[src/rtl/serial_adder.sv]
// Digit-serial adder/subtractor: DIGIT bits of a and b per clock, result after WIDTH/DIGIT cycles.
// Define SERIAL_ADDER_OVF_EN to add the signed-overflow output ovf.
module serial_adder #(
  parameter int WIDTH = 8,
  parameter int DIGIT = 1
) (
  input  logic             clk,
  input  logic             rst_n,
  input  logic             start,
  input  logic             sub,
  input  logic [WIDTH-1:0] a,
  input  logic [WIDTH-1:0] b,
  output logic             busy,
  output logic             done,
  output logic [WIDTH-1:0] sum,
  output logic             cout
`ifdef SERIAL_ADDER_OVF_EN
  ,
  output logic             ovf
`endif
);

  localparam int N  = WIDTH / DIGIT;
  localparam int CW = (N > 1) ? $clog2(N) : 1;

  typedef enum logic [1:0] {
    IDLE,
    RUN,
    DONE
  } state_t;

  state_t           state_q, state_d;
  logic [WIDTH-1:0] a_q, a_d;
  logic [WIDTH-1:0] b_q, b_d;
  logic             carry_q, carry_d;
  logic [CW-1:0]    cnt_q, cnt_d;
  logic [WIDTH-1:0] psum_q, psum_d;
  logic [WIDTH-1:0] sum_q, sum_d;
  logic             cout_q, cout_d;

  logic [DIGIT:0]   dig_res;
  logic [DIGIT-1:0] dig_sum;
  logic             dig_carry;
  logic [WIDTH-1:0] psum_shift;
  logic             cnt_last;

  // One digit of the ripple: low DIGIT bits of each shift register plus the stored carry.
  assign dig_res   = {1'b0, a_q[DIGIT-1:0]} + {1'b0, b_q[DIGIT-1:0]} + {{DIGIT{1'b0}}, carry_q};
  assign dig_sum   = dig_res[DIGIT-1:0];
  assign dig_carry = dig_res[DIGIT];
  assign cnt_last  = (cnt_q == CW'(N - 1));

  // Partial sum fills from the MSB end so the first digit ends up in the low bits.
  generate
    if (WIDTH > DIGIT) begin : gen_psum_shift
      assign psum_shift = {dig_sum, psum_q[WIDTH-1:DIGIT]};
    end else begin : gen_psum_whole
      assign psum_shift = dig_sum;
    end
  endgenerate

`ifdef SERIAL_ADDER_OVF_EN
  logic ovf_q, ovf_d;
  logic msb_cin;

  // Carry into the top bit of the digit, recovered from that bit's sum and operands.
  assign msb_cin = a_q[DIGIT-1] ^ b_q[DIGIT-1] ^ dig_sum[DIGIT-1];
`endif

  always_comb begin
    state_d = state_q;
    a_d     = a_q;
    b_d     = b_q;
    carry_d = carry_q;
    cnt_d   = cnt_q;
    psum_d  = psum_q;
    sum_d   = sum_q;
    cout_d  = cout_q;
`ifdef SERIAL_ADDER_OVF_EN
    ovf_d   = ovf_q;
`endif
    case (state_q)
      IDLE, DONE: begin
        if (start) begin
          a_d     = a;
          b_d     = sub ? ~b : b;
          carry_d = sub;
          cnt_d   = '0;
          state_d = RUN;
        end else if (state_q == DONE) begin
          state_d = IDLE;
        end
      end
      RUN: begin
        a_d     = a_q >> DIGIT;
        b_d     = b_q >> DIGIT;
        carry_d = dig_carry;
        psum_d  = psum_shift;
        cnt_d   = cnt_q + CW'(1);
        if (cnt_last) begin
          sum_d   = psum_shift;
          cout_d  = dig_carry;
`ifdef SERIAL_ADDER_OVF_EN
          ovf_d   = msb_cin ^ dig_carry;
`endif
          state_d = DONE;
        end
      end
      default: state_d = IDLE;
    endcase
  end

  always_ff @(posedge clk or negedge rst_n) begin
    if (!rst_n) begin
      state_q <= IDLE;
      a_q     <= '0;
      b_q     <= '0;
      carry_q <= 1'b0;
      cnt_q   <= '0;
      psum_q  <= '0;
      sum_q   <= '0;
      cout_q  <= 1'b0;
`ifdef SERIAL_ADDER_OVF_EN
      ovf_q   <= 1'b0;
`endif
    end else begin
      state_q <= state_d;
      a_q     <= a_d;
      b_q     <= b_d;
      carry_q <= carry_d;
      cnt_q   <= cnt_d;
      psum_q  <= psum_d;
      sum_q   <= sum_d;
      cout_q  <= cout_d;
`ifdef SERIAL_ADDER_OVF_EN
      ovf_q   <= ovf_d;
`endif
    end
  end

  assign busy = (state_q == RUN);
  assign done = (state_q == DONE);
  assign sum  = sum_q;
  assign cout = cout_q;
`ifdef SERIAL_ADDER_OVF_EN
  assign ovf  = ovf_q;
`endif

endmodule

[config.mk]
export PLATFORM = sky130hd
export DESIGN_NAME = serial_adder
export DESIGN_NICKNAME = d
export VERILOG_FILES = /design/src/rtl/serial_adder.sv
export SDC_FILE = /design/constraint.sdc
export NUM_CORES = 1
export LEC_CHECK = 0
export CORE_UTILIZATION = 40
export DETAILED_ROUTE_END_ITERATION = 6
export MAX_ROUTING_LAYER = met4
export PLACE_DENSITY = 0.64
export SLEW_MARGIN = 20
export SYNTH_ARGS = -nofsm -noshare
export SYNTH_HDL_FRONTEND = slang
export SYNTH_SLANG_ARGS = --single-unit
[constraint.sdc]
create_clock -name clk -period 1.63 [get_ports clk]
set_input_delay 0.163 -clock clk [delete_from_list [all_inputs] [get_ports clk]]
set_output_delay 0.163 -clock clk [all_outputs]
set_load 0.1 [all_outputs]
==> run_results.csv <==
group,metric,value,unit
die,die_area,0.004454,mm^2
cts,htreeDepth,2,
final_layout,antenna_cells,0,
cts,post_cts_buffers,0,
route,drtPass1Iterations,4,
synth,synth.avg_cell_area,14.33,um^2
synth,syn-num-nets,140,
timing,max_clock_freq,0.6458,GHz
power,ir_drop,1206,uV
placement,portBuffers,30,
synth,ys_types,24,
timing,rsz0062_at_grt,"no",
die,num_rows,23,
timing,fin_crit,1.549,ns
route,vias,1054,
route,drt_iter0_drc,23,
cts,clk_latency,0.29,ns
route,viasPerCell,5.244,
grt,grt_pass1_wl,5.209,mm
route,postRouteAntennaNets,0,
worst_setup_path,start_kind,"register",
grt,antenna_found_initial,0,
cts,cts-buffers-inserted,5,
die,ioPinCount,31,
synth,ys_seq_area_share,56.72,%
grt,grt_max_degree,29,
worst_setup_path,crit_chain,"nor2b_4 > buf_6 > buf_12",
route,routed_wl,2.869,mm
timing,whs,0.3669,ns
timing,slew_viol_final,0,
timing,fin_crit_sh,95.00,%
final_layout,nets,174,
cts,clock-sinks,38,
timing,setup_viol,0,
final_layout,finish.instance_area,0.002251,mm^2
grt,grt.total_usage,16.43,%
cts,path_clk_slew,0.08,ns
die,coreArea,0.004000,mm^2
final_layout,drive_gt1_share,33.77,%
power,power,5394,uW
timing,hold_viol,0,
worst_setup_path,cp_max_fo,28,
timing,tightestPinTransition,0.4748,ns
synth,synth_seq_cells,38,
worst_setup_path,critPathRequiredTime,1.47,ns
worst_setup_path,slowest_stage,"dfrtp_1",
route,wl_per_cell,14.27,um
placement,place_congestion,0.7482,
power,p_leak,0.001052,uW
grt,grt_overflow,0,
synth,synth_top_area_share,56.72,%
final_layout,area_growth,34.25,%
power,p_per_area,2396,mW/mm^2
cts,clockRootBuffer,"clkbuf_8",
timing,finClkSkew,0.009130,ns
worst_setup_path,worstSetupEndpointType,"output pin",
die,start_util,41.91,%
worst_setup_path,critical-path-top-delay-family,"buffers and inverters",
synth,netlist_area,0.001677,mm^2
worst_setup_path,path_class,"reg2out",
grt,grt_pass1_vias,1141,
synth,postSynthCellCount,117,
die,fp.dieH,66.74,um
status,status,"completed",
worst_setup_path,cp_num_buf_inv,2,
worst_setup_path,critPathArrivalTime,1.39,ns
job,cap_violations,0,
synth,synthTopCellsByArea,"dfrtp_1 (57%), mux2_2 (10%), a221o_1 (4.2%)",
hold_path,min_path_type,"in2async",
cts,cts_buffer_depth,2,
final_layout,final_util,56.27,%
worst_setup_path,cp_slowest_stage_delay,0.39,ns
cts,cts_tree,"yes",
timing,relSlewSlack,68.35,%
route,drc,0,
synth,yosys_warnings,0,
timing,finalSetupTns,0,ns
synth,netlist.top_cell.by_area,"dfrtp_1",
placement,postPlaceCellArea,0.002120,mm^2
die,die_w,66.74,um
-- final timing paths --
| kind | cells after the start | slack (ns) | to | start |
|---|---|---|---|---|
| setup / recovery | 3 | 0.08 | busy | state_q[0] |
| setup reg to reg | 4 | 0.18 | sum[2] | cnt_q[0] |
| min in group clk | 1 | 0.48 | a_q[3] | a_q[3] |
| max in group asynchronous | 3 | 0.79 | cnt_q[0] | rst_n |
| hold / removal | 2 | 0.37 | sum[2] | rst_n |
| hold reg to reg | 1 | 0.48 | a_q[3] | a_q[3] |
-- cell usage after synthesis --
cell type  count
dfrtp_1       38
mux2_2        15
a21o_1         8
nor2_1         8
a221o_1        7
a22o_2         7
xnor2_1        7
a22o_1         5
buf_2          4
ha_1           2
inv_1          2
mux2_4         2
and2b_2        1
buf_1          1
buf_12         1
buf_6          1
buf_8          1
fa_1           1
nand2_8        1
nand2b_1       1
nor2b_1        1
nor2b_4        1
o21ai_0        1
xor2_1         1
-- routing by layer --
layer,vias up,wire (um),part of all wire (%),GRT usage (%)
li1,486,-,-,-
met2,31,1398,49,26.52
met1,528,1265,44,19.49
met5,-,0,0,-
met4,0,78,2.7,6.649
met3,9,127,4.4,4.281
-- flip-flops by register name, indices dropped and copies added (netlist names) --
register / count
sum: 8
cnt_q: 3
b_q: 8
a_q: 8
carry_q: 1
psum_q: 7
cout: 1
state_q: 2
-- kinds of logic after synthesis --
| logic type | after synthesis | share of synthesized area [%] |
|---|---|---|
| flip-flops | 38 | 56.72 |
| AO/OA/AOI/OAI | 28 | 14.85 |
| multiplexers | 17 | 11.87 |
| AND/OR/NAND/NOR | 13 | 5.075 |
| buffers and inverters | 10 | 4.627 |
| XOR/XNOR | 8 | 4.179 |
| adder cells (fa/ha/maj) | 3 | 2.686 |
-- cells in the final DEF, fill, tap and decap left out, types with 2 or more instances in the layout --
| cell type | n |
|---|---|
| nor2_1 | 7 |
| xnor2_1 | 7 |
| dfrtp_1 | 38 |
| ha_1 | 2 |
| a22o_2 | 7 |
| clkdlybuf4s50_1 | 18 |
| buf_12 | 12 |
| buf_4 | 2 |
| a22o_1 | 5 |
| inv_1 | 2 |
| clkbuf_8 | 6 |
| mux2_4 | 2 |
| a21o_1 | 8 |
| mux2_2 | 15 |
| a221o_1 | 7 |
-- power by group --
group | internal [uW] | switching [uW] | leakage [uW]
Sequential | 1400 | 328 | 0.000469
Clock | 490 | 319 | 0.0000573
Combinational | 1280 | 1580 | 0.000526
Total | 3170 | 2230 | 0.00105
-- through the flow --
step           cells  setup WS, ns
2_1_floorplan    117        0.2738
3_3_place_gp     193       -0.3771
3_5_place_dp     193      -0.06396
4_1_cts          201      0.008588
5_1_grt          201      0.006688
6_report         201       0.08150
-- final cells by class --
cell class | count | area (um^2)
Inverter | 2 | 7.507
Sequential cell | 38 | 950.9
Fill cell | 326 | 1749
Tap cell | 50 | 62.56
Clock inverter | 1 | 30.03
Clock buffer | 6 | 82.58
Timing Repair Buffer | 35 | 461.7
Multi-Input combinational cell | 69 | 655.6
-- timing repair --
action | in CTS | in global routing
hold buffers | 1 | 0
resized for setup | 0 | 2
hold endpoints to repair | 19 | 0
endpoints found under the setup margin | 0 | 3
(Power assumes the default switching activity.)
